--- src/rtl/jt51_pkg.sv ---
// Shared definitions for the JT51 slot sequencer: default geometry,
// the slot-width helper and the head-entry scheduler state encoding.
package jt51_pkg;

   // Default geometry: 8 channels x 4 operators = 32 slots, 7 stage offsets.
   localparam int CH_W_DEF   = 3;
   localparam int OP_W_DEF   = 2;
   localparam int STAGES_DEF = 7;
   localparam int DW_DEF     = 8;

   // Head-entry scheduler states.
   typedef enum logic [1:0] {
      IDLE = 2'd0,
      WAIT = 2'd1,
      RUN  = 2'd2
   } slot_state_t;

   // Slot index width: SLOT_W = CH_W + OP_W.
   function automatic int slot_w(input int ch_w, input int op_w);
      return ch_w + op_w;
   endfunction

endpackage

--- src/rtl/jt51_slot_cnt.sv ---
// Time-multiplexed slot counter. Advances on cen and wraps modulo 2^SLOT_W.
// zero/half are registered alongside the counter, so they describe the
// slot currently held in cur.
module jt51_slot_cnt #(
   parameter int SLOT_W = 5
) (
   input  logic              rst,
   input  logic              clk,
   input  logic              cen,
   output logic [SLOT_W-1:0] cur,
   output logic              zero,
   output logic              half
);

   logic [SLOT_W-1:0] nxt;

   // Next slot value, natural wrap at 2^SLOT_W.
   always_comb begin
      nxt = cur + {{(SLOT_W-1){1'b0}}, 1'b1};
   end

   // Slot register plus its flags, all advanced together on cen.
   always_ff @(posedge clk or posedge rst) begin
      if (rst) begin
         cur  <= '0;
         zero <= 1'b0;
         half <= 1'b0;
      end else if (cen) begin
         cur  <= nxt;
         zero <= (nxt == '0);
         half <= (nxt[SLOT_W-2:0] == '0);
      end
   end

endmodule

--- src/rtl/jt51_slot_seq.sv ---
// JT51 slot sequencer and write scheduler.
// Holds CPU register writes until their target slot {op,ch} comes around,
// then emits one update strobe per stage offset (stage k at slot req+k).
// Optional build macro: JT51_SLOT_SEQ_FIFO2_EN selects a 2-entry write
// buffer; undefined gives a single entry.
//
// Write handshake: a request transfers on any rising clk edge where
// wr_valid and wr_ready are both high, regardless of cen. wr_ready depends
// only on registered state, never on wr_valid. The requester keeps wr_op,
// wr_ch, wr_mask and wr_din stable while wr_valid is high and unaccepted.
module jt51_slot_seq
   import jt51_pkg::*;
#(
   parameter int CH_W   = CH_W_DEF,
   parameter int OP_W   = OP_W_DEF,
   parameter int STAGES = STAGES_DEF,
   parameter int DW     = DW_DEF
) (
   input  logic                 rst,
   input  logic                 clk,
   input  logic                 cen,
   input  logic                 wr_valid,
   output logic                 wr_ready,
   input  logic [OP_W-1:0]      wr_op,
   input  logic [CH_W-1:0]      wr_ch,
   input  logic [STAGES-1:0]    wr_mask,
   input  logic [DW-1:0]        wr_din,
   output logic [STAGES-1:0]    upd,
   output logic [DW-1:0]        upd_din,
   output logic [OP_W+CH_W-1:0] cur,
   output logic [OP_W-1:0]      cur_op,
   output logic [CH_W-1:0]      cur_ch,
   output logic                 zero,
   output logic                 half,
   output logic                 busy,
   output slot_state_t          dbg_state
);

   localparam int SLOT_W = slot_w(CH_W, OP_W);
   localparam int CNT_W  = (STAGES > 1) ? $clog2(STAGES) : 1;
   localparam logic [CNT_W-1:0] CNT_ONE  = CNT_W'(1);
   localparam logic [CNT_W-1:0] CNT_LAST = CNT_W'(STAGES-1);

   // Head entry: the one walking (or waiting to walk) its stage sequence.
   slot_state_t         state, state_d;
   logic [CNT_W-1:0]    cnt, cnt_d;
   logic [SLOT_W-1:0]   req_q, req_d;
   logic [STAGES-1:0]   mask_q, mask_d;
   logic [DW-1:0]       din_q, din_d;

   logic [SLOT_W-1:0]   wr_req;
   logic                slot_hit;
   logic                accept;
   logic                retire;
   logic                head_free;

   jt51_slot_cnt #(
      .SLOT_W (SLOT_W)
   ) u_cnt (
      .rst  (rst),
      .clk  (clk),
      .cen  (cen),
      .cur  (cur),
      .zero (zero),
      .half (half)
   );

   assign cur_op    = cur[SLOT_W-1:CH_W];
   assign cur_ch    = cur[CH_W-1:0];
   assign wr_req    = {wr_op, wr_ch};
   assign slot_hit  = (cur == req_q);
   assign accept    = wr_valid & wr_ready;
   assign upd_din   = din_q;
   assign dbg_state = state;

   // The head retires on the cen of its last stage; with a single stage
   // that is the arming cen itself.
   assign retire = cen & (((state == RUN) & (cnt == CNT_LAST)) |
                          ((state == WAIT) & slot_hit & (STAGES == 1)));
   assign head_free = (state == IDLE) | retire;

`ifdef JT51_SLOT_SEQ_FIFO2_EN
   // Second entry queued behind the head; promoted on the head's retire edge.
   logic                nxt_v, nxt_v_d;
   logic [SLOT_W-1:0]   nxt_req, nxt_req_d;
   logic [STAGES-1:0]   nxt_mask, nxt_mask_d;
   logic [DW-1:0]       nxt_din, nxt_din_d;

   assign wr_ready = !((state != IDLE) & nxt_v);
   assign busy     = (state != IDLE) | nxt_v;
`else
   assign wr_ready = (state == IDLE);
   assign busy     = (state != IDLE);
`endif

   // Next-state logic: head walk, retire, refill from buffer or new request.
   always_comb begin
      state_d = state;
      cnt_d   = cnt;
      req_d   = req_q;
      mask_d  = mask_q;
      din_d   = din_q;
`ifdef JT51_SLOT_SEQ_FIFO2_EN
      nxt_v_d    = nxt_v;
      nxt_req_d  = nxt_req;
      nxt_mask_d = nxt_mask;
      nxt_din_d  = nxt_din;
`endif
      unique case (state)
         IDLE: ;
         WAIT: begin
            // Arming only happens from WAIT, so an entry accepted on the
            // very edge its slot goes by waits a full revolution.
            if (cen && slot_hit) begin
               state_d = RUN;
               cnt_d   = CNT_ONE;
            end
         end
         RUN: begin
            if (cen) cnt_d = cnt + CNT_ONE;
         end
         default: state_d = IDLE;
      endcase

      if (retire) begin
         state_d = IDLE;
         cnt_d   = '0;
      end

`ifdef JT51_SLOT_SEQ_FIFO2_EN
      if (head_free && nxt_v) begin
         state_d = WAIT;
         req_d   = nxt_req;
         mask_d  = nxt_mask;
         din_d   = nxt_din;
         nxt_v_d = 1'b0;
      end
      if (accept) begin
         if (head_free && !nxt_v) begin
            state_d = WAIT;
            req_d   = wr_req;
            mask_d  = wr_mask;
            din_d   = wr_din;
         end else begin
            nxt_v_d    = 1'b1;
            nxt_req_d  = wr_req;
            nxt_mask_d = wr_mask;
            nxt_din_d  = wr_din;
         end
      end
`else
      // wr_ready is only high in IDLE, so an accepted request always
      // lands directly in the head.
      if (accept && head_free) begin
         state_d = WAIT;
         req_d   = wr_req;
         mask_d  = wr_mask;
         din_d   = wr_din;
      end
`endif
   end

   // Scheduler state register; reset drops every pending entry.
   always_ff @(posedge clk or posedge rst) begin
      if (rst) begin
         state  <= IDLE;
         cnt    <= '0;
         req_q  <= '0;
         mask_q <= '0;
         din_q  <= '0;
      end else begin
         state  <= state_d;
         cnt    <= cnt_d;
         req_q  <= req_d;
         mask_q <= mask_d;
         din_q  <= din_d;
      end
   end

`ifdef JT51_SLOT_SEQ_FIFO2_EN
   // Second-entry buffer register.
   always_ff @(posedge clk or posedge rst) begin
      if (rst) begin
         nxt_v    <= 1'b0;
         nxt_req  <= '0;
         nxt_mask <= '0;
         nxt_din  <= '0;
      end else begin
         nxt_v    <= nxt_v_d;
         nxt_req  <= nxt_req_d;
         nxt_mask <= nxt_mask_d;
         nxt_din  <= nxt_din_d;
      end
   end
`endif

   // Stage strobes: stage 0 on the arming slot, stage k while cnt==k.
   // Held for the whole cen period; the consumer qualifies with cen.
   always_comb begin
      upd = '0;
      if (state == WAIT && slot_hit) upd[0] = mask_q[0];
      if (state == RUN) begin
         for (int k = 1; k < STAGES; k++) begin
            if (cnt == CNT_W'(k)) upd[k] = mask_q[k];
         end
      end
   end

endmodule

--- config.mk ---
export PLATFORM = sky130hd
export DESIGN_NAME = jt51_slot_seq
export DESIGN_NICKNAME = d
export VERILOG_FILES = /design/src/rtl/jt51_pkg.sv /design/src/rtl/jt51_slot_cnt.sv /design/src/rtl/jt51_slot_seq.sv
export SDC_FILE = /design/constraint.sdc
export NUM_CORES = 1
export LEC_CHECK = 0
export BUFFER_PORTS_ARGS = -buffer_cell sky130_fd_sc_hd__buf_4
export CORE_ASPECT_RATIO = 1.1
export CORE_MARGIN = 2
export CORE_UTILIZATION = 30
export DETAILED_ROUTE_END_ITERATION = 6
export MAX_ROUTING_LAYER = met4
export PLACE_DENSITY_LB_ADDON = 0.12
export SLEW_MARGIN = 15
export SYNTH_ARGS = -nofsm -noshare
export SYNTH_HDL_FRONTEND = slang
export SYNTH_HIERARCHICAL = 1
export SYNTH_SLANG_ARGS = --single-unit
--- constraint.sdc ---
create_clock -name clk -period 2.1 [get_ports clk]
set_input_delay 0.315 -clock clk [delete_from_list [all_inputs] [get_ports clk]]
set_output_delay 0.315 -clock clk [all_outputs]
set_load 0.01 [all_outputs]
==> results of run 1 <==
cell families after synthesis:
family / Yosys count
adders and majority gates: 6
DFF: 32
muxes: 21
AOI/OAI and AO/OA: 14
and+or+nand+nor: 30
xor gates and xnor gates: 10
buffers and inverters: 17
synthesized netlist by cell type:
cell	number	share of area
a211oi_1	1	0.0045
a21oi_1	3	0.0090
a22o_1	1	0.0053
and2_1	1	0.0038
and2_4	1	0.0053
and3_1	4	0.015
buf_12	2	0.024
buf_2	1	0.0030
buf_4	5	0.023
clkbuf_1	1	0.0023
dfrtp_1	32	0.48
ha_1	6	0.045
inv_1	7	0.016
inv_2	1	0.0023
mux2_2	1	0.0068
mux2_4	20	0.18
nand2_1	6	0.014
nand3_1	5	0.015
nand4_1	2	0.0075
nor2_1	4	0.0090
nor2b_1	2	0.0075
nor3_1	3	0.0090
o2111ai_2	1	0.0090
o21ai_0	1	0.0030
o22a_1	2	0.011
o22ai_2	1	0.0075
o31a_1	1	0.0053
o31ai_1	2	0.0090
o32a_1	1	0.0060
or2_4	1	0.0053
or2b_2	1	0.0053
xnor2_1	9	0.047
xor2_1	1	0.0053
repair_timing:
action / CTS / global route
endpoints found under the hold margin: 7 / 0
hold buffers: 1 / 0
setup endpoints to repair: 0 / 1
resized for setup: 0 / 1
power groups by stage:
stage | sequential [mW] | clock (mW) | combinational (mW)
after floorplan | 1.20 | 0 | 0.950
after global placement | 1.19 | 0 | 1.40
after detailed placement | 1.20 | 0 | 1.41
after CTS | 1.19 | 0.606 | 1.42
after global routing | 1.24 | 0.636 | 1.54
final | 1.19 | 0.581 | 1.41
worst paths after layout:
check	end
min in group asynchronous	u_cnt/half
max in group asynchronous	mask_q[0]
min reg2reg	upd_din[7]
max reg2reg	upd_din[4]
min	mask_q[4]
max	upd[0]
metal layers:
metal | global-route usage | part of all wire | wire length, um
met1 | 0.161 | 0.44 | 1590
met2 | 0.206 | 0.50 | 1830
met3 | 0.0425 | 0.055 | 202
met4 | 0.0482 | 0.0058 | 21
met5 | - | 0 | 0
flip-flops by register name, indices dropped and copies added, names as in the netlist:
| name | cells |
|---|---|
| dbg_state | 2 |
| req_q | 5 |
| u_cnt/half | 1 |
| mask_q | 7 |
| u_cnt/cur | 5 |
| upd_din | 8 |
| u_cnt/zero | 1 |
| cnt | 3 |
worst reg2reg max path: cells and delay by family, from the launching register on:
| kind | cells | cell delay [ps] |
|---|---|---|
| buffers and inverters | 1 | 60 |
| DFF | 1 | 440 |
| and+or+nand+nor | 2 | 670 |
| muxes | 1 | 350 |
stage by stage:
step	util	area [um2]
3_3_place_gp	0.392	2100
4_1_cts	0.414	2220
3_5_place_dp	0.392	2100
2_1_floorplan	-	1670
5_1_grt	0.415	2220
6_report	0.415	2220
cell type report:
type	count	area (um2)	share of cell area
Sequential cell	32	801	0.360
Multi-Input combinational cell	81	754	0.339
Timing Repair Buffer	58	438	0.197
Tap cell	75	93.8	0.0422
Clock buffer	6	72.6	0.0326
Clock inverter	2	35.0	0.0157
Inverter	8	30.0	0.0135
==> impl_results.md, run 1 <==
* Status: complete, no violations
* NetSw at 1.06 mW
* Top delay family on crit path: simple AND/OR/NAND/NOR gates
* Setup TNS at 0 ps
* Worst EP arrival at 1550 ps
* Seq cells post-synth at 32
* Syn_nets at 160
* Post-synthesis mux area share at 0.187
* Clock buffer depth at 2
* Comb power frac at 0.443
* Clk pin slew, worst setup/hold paths at 70 ps
* Setup bufs post-CTS at 0
* Latest clock arrival within the worst-skew pair at 280 ps
* Detail Route Antenna Nets at 0
* Flop-to-flop setup slack at 470 ps
* WS Path Type: reg2out
* Post-synthesis adder-cell area fraction at 0.0450
* Num CTS Buffers at 5
* PortBufs at 54
* Final nets at 216
* DRT Pass-1 Iters at 4
* Crit end category: output port
* Design Power at 3.18 mW
* Xor and xnor fraction of the mapped netlist area at 0.0526
* Antenna violations before repair at 0
* Placed cells at 253
* Post-DP HPWL at 2.66 mm
* Placer Congestion at 0.769
* WP buf/inv at 1
* Seq/Total Area, Yosys at 0.480
* Drt total wl at 3.64 mm
* Crit. Startpoint: u_cnt/cur[3]
* H-tree Lvls at 2
* Mapped cell area at 1670 um2
* Initial Util at 0.311
* Initial DRC Count at 25
* Synth Warn # at 6
* Vias per inst at 4.38
* DR DRC count at 0
* Fmax at 536 MHz
* Sw Ratio at 0.334
* Largest net degree at the start of global routing at 26
* # IOs at 55
* Int Pwr at 2.11 mW
* ANT cells at 0
* Vias at 1,147
* Peak supply drop at 0.696 mV
* CTS tree: built
* Max incr delay on CP at 490 ps
* Num rows at 28
* Chip height at 82.2 um
* Depth of the worst hold-timing path at 2
* HP Class: in2reg
* Worst Path Required at 1780 ps
* Max_slew headroom at 0.737
* Final min period at 1870 ps
* Clock network fraction of total power at 0.183
* Max cap viols at 0
* Fillers at 523
* Post-synthesis simple-gate area fraction at 0.0961
* Slowest CP cell: dfrtp_1
* Crit start category: register
* Worst Reg-to-Reg Cells at 4
* Final hold vios at 0
* GR Overflow Total at 0
* Slew @ Worst Pin at 394 ps
* Commonest non-fill, non-tap cell in the layout: buf_4
* Max Slew Vio Count at 0
* Hold wc startpoint: wr_mask[4]
* WL/cell at 13.9 um
* Final clock skew at 5.25 ps
* Leakage at 1.08 nW
* Hold WS at 261 ps
* Power Dens Cells at 1430 nW/um2
* Vias in the first global route at 1,202
* CP max FO at 8
* CP Depth at 5
* CTS root buf: clkbuf_8
* DP Worst Slack at 433 ps
* Netlist cell types at 33
* RSZ-0062 raised after global routing: no
* Seq pwr share at 0.374
* Sink count of the clock tree at 32
* Complex-gate fraction of the synthesized area at 0.0691
* Total Routing Usage GR at 0.133
* Core ar. at 5360 um2
* Syn avg cell area at 12.8 um2
* Layout Cells excl Fill at 262
* Layout area overhead at 33.5%
* Period utilization at 0.888
* Global-route wire length before repair at 5.85 mm
* Worst path cell trace: xnor2_1, nand3_1, nor3_2, and2_1, buf_4
* RR Startpoint: dbg_state[0]
* Final setup fails at 0
* Die width at 75.1 um
* Post-synthesis cell count at 130
* Commonest cells after routing, fill and taps aside: 57 x buf_4, 32 x dfrtp_1, 20 x mux2_4, 9 x xnor2_1, 7 x inv_1
* Final WS setup at 235 ps
* Share of cells above drive strength 1 at 0.492
* Die area at 6170 um2
* Main combinational cell family by area after synthesis: multiplexers
No activity file was read; power rests on OpenSTA's default activity.
==> run 2, diff against run 1 <==
--- a/config.mk
+++ b/config.mk
@@ -12,6 +12,7 @@
 export DETAILED_ROUTE_END_ITERATION = 6
 export MAX_ROUTING_LAYER = met4
 export PLACE_DENSITY_LB_ADDON = 0.12
+export RECOVER_POWER = 100
 export SLEW_MARGIN = 15
 export SYNTH_ARGS = -nofsm -noshare
 export SYNTH_HDL_FRONTEND = slang
==> impl_results.md, run 2 (synthesis results as in run 1) <==
* WL met3 at 193 um (was 202 um)
* Global-route wire length before repair at 5.85 mm (unchanged)
* DP Worst Slack at 433 ps (unchanged)
* Max_slew headroom at 0.570 (was 0.737)
* Setup bufs post-CTS at 0 (unchanged)
* Met1 WL at 1.57 mm (was 1.59 mm)
* Final hold vios at 0 (unchanged)
* Seq pwr share at 0.418 (was 0.374)
* Drt total wl at 3.58 mm (was 3.64 mm)
* Fmax at 536 MHz (about the same)
* Max cap viols at 0 (unchanged)
* H-tree Lvls at 2 (unchanged)
* CP max FO at 8 (unchanged)
* Commonest non-fill, non-tap cell in the layout: dfrtp_1 (was buf_4)
* Status: complete, no violations (unchanged)
* Vias at 1,149 (was 1,147)
* Slowest CP cell: dfrtp_1 (unchanged)
* Number of flip-flops in the largest register at 8 (unchanged)
* Max incr delay on CP at 490 ps (about the same)
* Sink count of the clock tree at 32 (unchanged)
* Power Dens Cells at 1370 nW/um2 (was 1430 nW/um2)
* NetSw at 1.02 mW (was 1.06 mW)
* Layout area overhead at 21.9% (was 33.5%)
* Vias per inst at 4.39 (was 4.38)
* Final WS setup at 233 ps (was 235 ps)
* Largest net degree at the start of global routing at 26 (unchanged)
* Highest Signal Layer: met4 (unchanged)
* DR DRC count at 0 (unchanged)
* RSZ-0062 raised after global routing: no (unchanged)
* Crit end category: output port (unchanged)
* CTS tree: built (unchanged)
* HP Class: in2reg (unchanged)
* DRT Pass-1 Iters at 4 (unchanged)
* Depth of the worst hold-timing path at 2 (unchanged)
* Metal2 WL at 1.80 mm (was 1.83 mm)
* Worst Reg-to-Reg Cells at 4 (unchanged)
* Total Routing Usage GR at 0.133 (unchanged)
* Peak supply drop at 0.597 mV (was 0.696 mV)
* ANT cells at 0 (unchanged)
* Clock network fraction of total power at 0.207 (was 0.183)
* Flop-to-flop setup slack at 330 ps (was 470 ps)
* Commonest cells after routing, fill and taps aside: 32 x dfrtp_1, 30 x clkbuf_1, 26 x buf_4, 19 x mux2_1, 9 x xnor2_1 (was 57 x buf_4, 32 x dfrtp_1, 20 x mux2_4, 9 x xnor2_1, 7 x inv_1)
* Period utilization at 0.889 (was 0.888)
* Final setup fails at 0 (unchanged)
* Max Slew Vio Count at 0 (unchanged)
* Core ar. at 5360 um2 (unchanged)
* Clk pin slew, worst setup/hold paths at 70 ps (about the same)
* Initial DRC Count at 39 (was 25)
* PortBufs at 54 (unchanged)
* Top delay family on crit path: simple AND/OR/NAND/NOR gates (unchanged)
* Worst path cell trace: xnor2_1, nand3_1, nor3_2, and2_0, buf_4 (was xnor2_1, nand3_1, nor3_2, and2_1, buf_4)
* Comb power frac at 0.375 (was 0.443)
* CTS root buf: clkbuf_8 (unchanged)
* WP buf/inv at 1 (unchanged)
* Leakage at 0.910 nW (was 1.08 nW)
* Worst Path Required at 1780 ps (about the same)
* Chip height at 82.2 um (unchanged)
* Vias in the first global route at 1,202 (unchanged)
* Final nets at 216 (unchanged)
* Crit start category: register (unchanged)
* Setup TNS at 0 ps (unchanged)
* Int Pwr at 1.77 mW (was 2.11 mW)
* Detail Route Antenna Nets at 0 (unchanged)
* WL/cell at 13.7 um (was 13.9 um)
* Num rows at 28 (unchanged)
* Share of cells above drive strength 1 at 0.219 (was 0.492)
* Die area at 6170 um2 (unchanged)
* Die width at 75.1 um (unchanged)
* # IOs at 55 (unchanged)
* Num CTS Buffers at 5 (unchanged)
* Final min period at 1870 ps (about the same)
* WS Path Type: reg2out (unchanged)
* Slew @ Worst Pin at 644 ps (was 394 ps)
* Worst EP arrival at 1550 ps (about the same)
* Antenna violations before repair at 0 (unchanged)
* Sw Ratio at 0.365 (was 0.334)
* GR Overflow Total at 0 (unchanged)
* Initial Util at 0.311 (unchanged)
* Clock buffer depth at 2 (unchanged)
* Placer Congestion at 0.769 (unchanged)
* CP Depth at 5 (unchanged)
* Final clock skew at 5.33 ps (was 5.25 ps)
* Post-DP HPWL at 2.66 mm (unchanged)
* Latest clock arrival within the worst-skew pair at 280 ps (about the same)
run 2: power by group through the flow:
stage	Combinational (mW)	Sequential (mW)	Clock, mW
after floorplan	0.950	1.20	0
after global placement	1.40	1.19	0
after detailed placement	1.41	1.20	0
after CTS	1.42	1.19	0.606
after global routing	1.17	1.22	0.636
final	1.05	1.17	0.579
run 2: per-layer routing:
metal  global-route usage  vias up
li1                     -      557
met1                0.161      558
met2                0.206       32
met3               0.0425        2
met4               0.0482        0
met5                    -        -
run 2: what timing repair did:
item | in CTS | in global routing
hold endpoints to repair | 7 | 0
hold buffers | 1 | 0
resized for setup | 0 | 1
setup endpoints to repair | 0 | 1
run 2: layout make-up:
class / count / area, um2
inverter: 8 / 30.0
clock inverter: 2 / 35.0
clock buffer: 6 / 72.6
multi-input combinational: 81 / 673
fill: 565 / 3330
tap: 75 / 93.8
sequential: 32 / 801
timing repair buffer: 58 / 327
run 2: final timing paths:
path	start	endpoint
min	wr_mask[5]	mask_q[5]
min reg2reg	upd_din[7]	upd_din[7]
min in group asynchronous	rst	u_cnt/cur[4]
max reg2reg	dbg_state[0]	upd_din[2]
max in group asynchronous	rst	mask_q[0]
max	u_cnt/cur[3]	upd[0]
run 2: worst register-to-register path, cell delays in order (launching register included):
cell and delay, ps:
dfrtp_1 440, or2_0 280, clkinv_1 70, and2_2 480
mux2_1 390
run 2: per-stage QoR:
step / hold slack [ps] / std cells / power (mW) / cell area (um2) / util
2_1_floorplan: 118 / 130 / 2.15 / 1670 / -
3_3_place_gp: 283 / 253 / 2.59 / 2100 / 0.392
3_5_place_dp: 286 / 253 / 2.61 / 2100 / 0.392
4_1_cts: 245 / 262 / 3.22 / 2220 / 0.414
5_1_grt: 233 / 262 / 3.03 / 2030 / 0.379
6_report: 250 / 262 / 2.79 / 2030 / 0.379
==> run 3, diff against run 2 <==
--- a/config.mk
+++ b/config.mk
@@ -6,6 +6,7 @@
 export NUM_CORES = 1
 export LEC_CHECK = 0
 export BUFFER_PORTS_ARGS = -buffer_cell sky130_fd_sc_hd__buf_4
+export CAP_MARGIN = 40
 export CORE_ASPECT_RATIO = 1.1
 export CORE_MARGIN = 2
 export CORE_UTILIZATION = 30
@@ -13,6 +14,7 @@
 export MAX_ROUTING_LAYER = met4
 export PLACE_DENSITY_LB_ADDON = 0.12
 export RECOVER_POWER = 100
+export SETUP_SLACK_MARGIN = 0.3
 export SLEW_MARGIN = 15
 export SYNTH_ARGS = -nofsm -noshare
 export SYNTH_HDL_FRONTEND = slang
==> constraint.sdc (replaced) <==
create_clock -name clk -period 2.1 [get_ports clk]
set_input_delay 0.105 -clock clk [delete_from_list [all_inputs] [get_ports clk]]
set_output_delay 0.105 -clock clk [all_outputs]
set_load 0.01 [all_outputs]
==> impl_results.md, run 3 (synthesis results as in run 1) <==
* Hold wc startpoint: wr_mask[4] (was wr_mask[5])
* RSZ-0062 raised after global routing: no (unchanged)
* Sink count of the clock tree at 32 (unchanged)
* Leakage at 0.956 nW (was 0.910 nW)
* PortBufs at 54 (unchanged)
* CTS root buf: clkbuf_8 (unchanged)
* Vias at 1,186 (was 1,149)
* Initial DRC Count at 24 (was 39)
* Hold WS at 28.1 ps (was 250 ps)
* CP max FO at 7 (was 8)
* Slew @ Worst Pin at 399 ps (was 644 ps)
* Num rows at 28 (unchanged)
* Commonest cells after routing, fill and taps aside: 36 x buf_4, 28 x dfrtp_1, 26 x clkbuf_1, 19 x mux2_1, 8 x xnor2_1 (was 32 x dfrtp_1, 30 x clkbuf_1, 26 x buf_4, 19 x mux2_1, 9 x xnor2_1)
* Max_slew headroom at 0.733 (was 0.570)
* Flop-to-flop setup slack at 490 ps (was 330 ps)
* Final WS setup at 380 ps (was 233 ps)
* Die width at 75.1 um (unchanged)
* Clk pin slew, worst setup/hold paths at 70 ps (about the same)
* Worst EP arrival at 1610 ps (was 1550 ps)
* Status: complete, no violations (unchanged)
* Power Dens Cells at 1370 nW/um2 (about the same)
* Number of flip-flops in the largest register at 8 (unchanged)
* Latest clock arrival within the worst-skew pair at 290 ps (was 280 ps)
* Layout area overhead at 26.0% (was 21.9%)
* Final hold vios at 0 (unchanged)
* Drt total wl at 3.65 mm (was 3.58 mm)
* Vias in the first global route at 1,216 (was 1,202)
* Final nets at 224 (was 216)
* Initial Util at 0.311 (unchanged)
* Commonest non-fill, non-tap cell in the layout: buf_4 (was dfrtp_1)
* Chip height at 82.2 um (unchanged)
* Post-DP HPWL at 2.66 mm (about the same)
* WS Path Type: reg2out (unchanged)
* Fmax at 581 MHz (was 536 MHz)
* Crit end category: output port (unchanged)
* HP Class: in2reg (unchanged)
* DRT Pass-1 Iters at 4 (unchanged)
* Die area at 6170 um2 (unchanged)
* Period utilization at 0.819 (was 0.889)
* Hold endpoint: mask_q[4] (was mask_q[5])
* WL/cell at 13.5 um (was 13.7 um)
* Global-route wire length before repair at 5.91 mm (was 5.85 mm)
* Worst r2r dst: upd_din[4] (was upd_din[2])
* Setup TNS at 0 ps (unchanged)
* Depth of the worst hold-timing path at 2 (unchanged)
* Layout Utilization at 0.392 (was 0.379)
* Share of cells above drive strength 1 at 0.292 (was 0.219)
* Clock buffer depth at 2 (unchanged)
* Core ar. at 5360 um2 (unchanged)
* # IOs at 55 (unchanged)
* Total Routing Usage GR at 0.135 (was 0.133)
* Max Slew Vio Count at 0 (unchanged)
* Placer Congestion at 0.694 (was 0.769)
* H-tree Lvls at 2 (unchanged)
* Final min period at 1720 ps (was 1870 ps)
* Vias per inst at 4.39 (about the same)
* DR DRC count at 0 (unchanged)
* Worst Path Required at 2000 ps (was 1780 ps)
* RR Startpoint: dbg_state[0] (unchanged)
* DP Worst Slack at 454 ps (was 433 ps)
* Worst Reg-to-Reg Cells at 4 (unchanged)
* Antenna violations before repair at 0 (unchanged)
* Num CTS Buffers at 5 (unchanged)
* Final setup fails at 0 (unchanged)
* Detail Route Antenna Nets at 0 (unchanged)
* Peak supply drop at 0.565 mV (was 0.597 mV)
* Largest net degree at the start of global routing at 26 (unchanged)
* Final clock skew at 7.35 ps (was 5.33 ps)
* ANT cells at 0 (unchanged)
* CTS tree: built (unchanged)
* Crit start category: register (unchanged)
* Max cap viols at 0 (unchanged)
* GR Overflow Total at 0 (unchanged)
[run 3: how the worst max path moves through the flow]
stage	from	endpoint
after floorplan	dbg_state[0]	mask_q[0]
after global placement	dbg_state[0]	upd_din[5]
after detailed placement	dbg_state[0]	upd_din[7]
after CTS	u_cnt/cur[3]	upd[0]
after global routing	u_cnt/cur[1]	upd[0]
final	u_cnt/cur[1]	upd[0]
[run 3: metrics by stage]
step / cell area [um2] / power [mW] / cells
2_1_floorplan: 1670 / 2.15 / 130
3_3_place_gp: 2090 / 2.58 / 252
3_5_place_dp: 2090 / 2.62 / 252
4_1_cts: 2200 / 3.15 / 261
5_1_grt: 2100 / 3.12 / 270
6_report: 2100 / 2.88 / 270
[run 3: timing repair]
item	in CTS	in global routing
setup buffers	0	9
endpoints found under the hold margin	32	0
pin swaps	0	1
cloned	0	0
endpoints found under the setup margin	1	1
hold buffers	1	0
gates resized for setup	3	3
[run 3: area by class of cell]
class,instances,area (um2)
inverter,8,30.0
clock inverter,2,10.0
clock buffer,6,82.6
multi-input combinational,81,677
fill,564,3260
sequential,32,806
tap,75,93.8
timing repair buffer,66,400
[run 3: worst max-delay path, stage by stage, from the launching register on]
cell	delay (ps)
dfrtp_1	510
xnor2_2	140
nand3_1	110
nor3_1	150
buf_4	160
and2_0	140
buf_4	120
[run 3: layer usage]
| layer | track usage | vias up | routed length (um) |
|---|---|---|---|
| li1 | - | 570 | - |
| met1 | 0.163 | 577 | 1560 |
| met2 | 0.204 | 32 | 1820 |
| met3 | 0.0413 | 7 | 194 |
| met4 | 0.0643 | 0 | 77 |
| met5 | - | - | 0 |
[run 3: power by group]
part / internal (mW) / switching (mW)
clock network: 0.261 / 0.239
registers: 0.910 / 0.220
logic: 0.654 / 0.600
total: 1.83 / 1.06
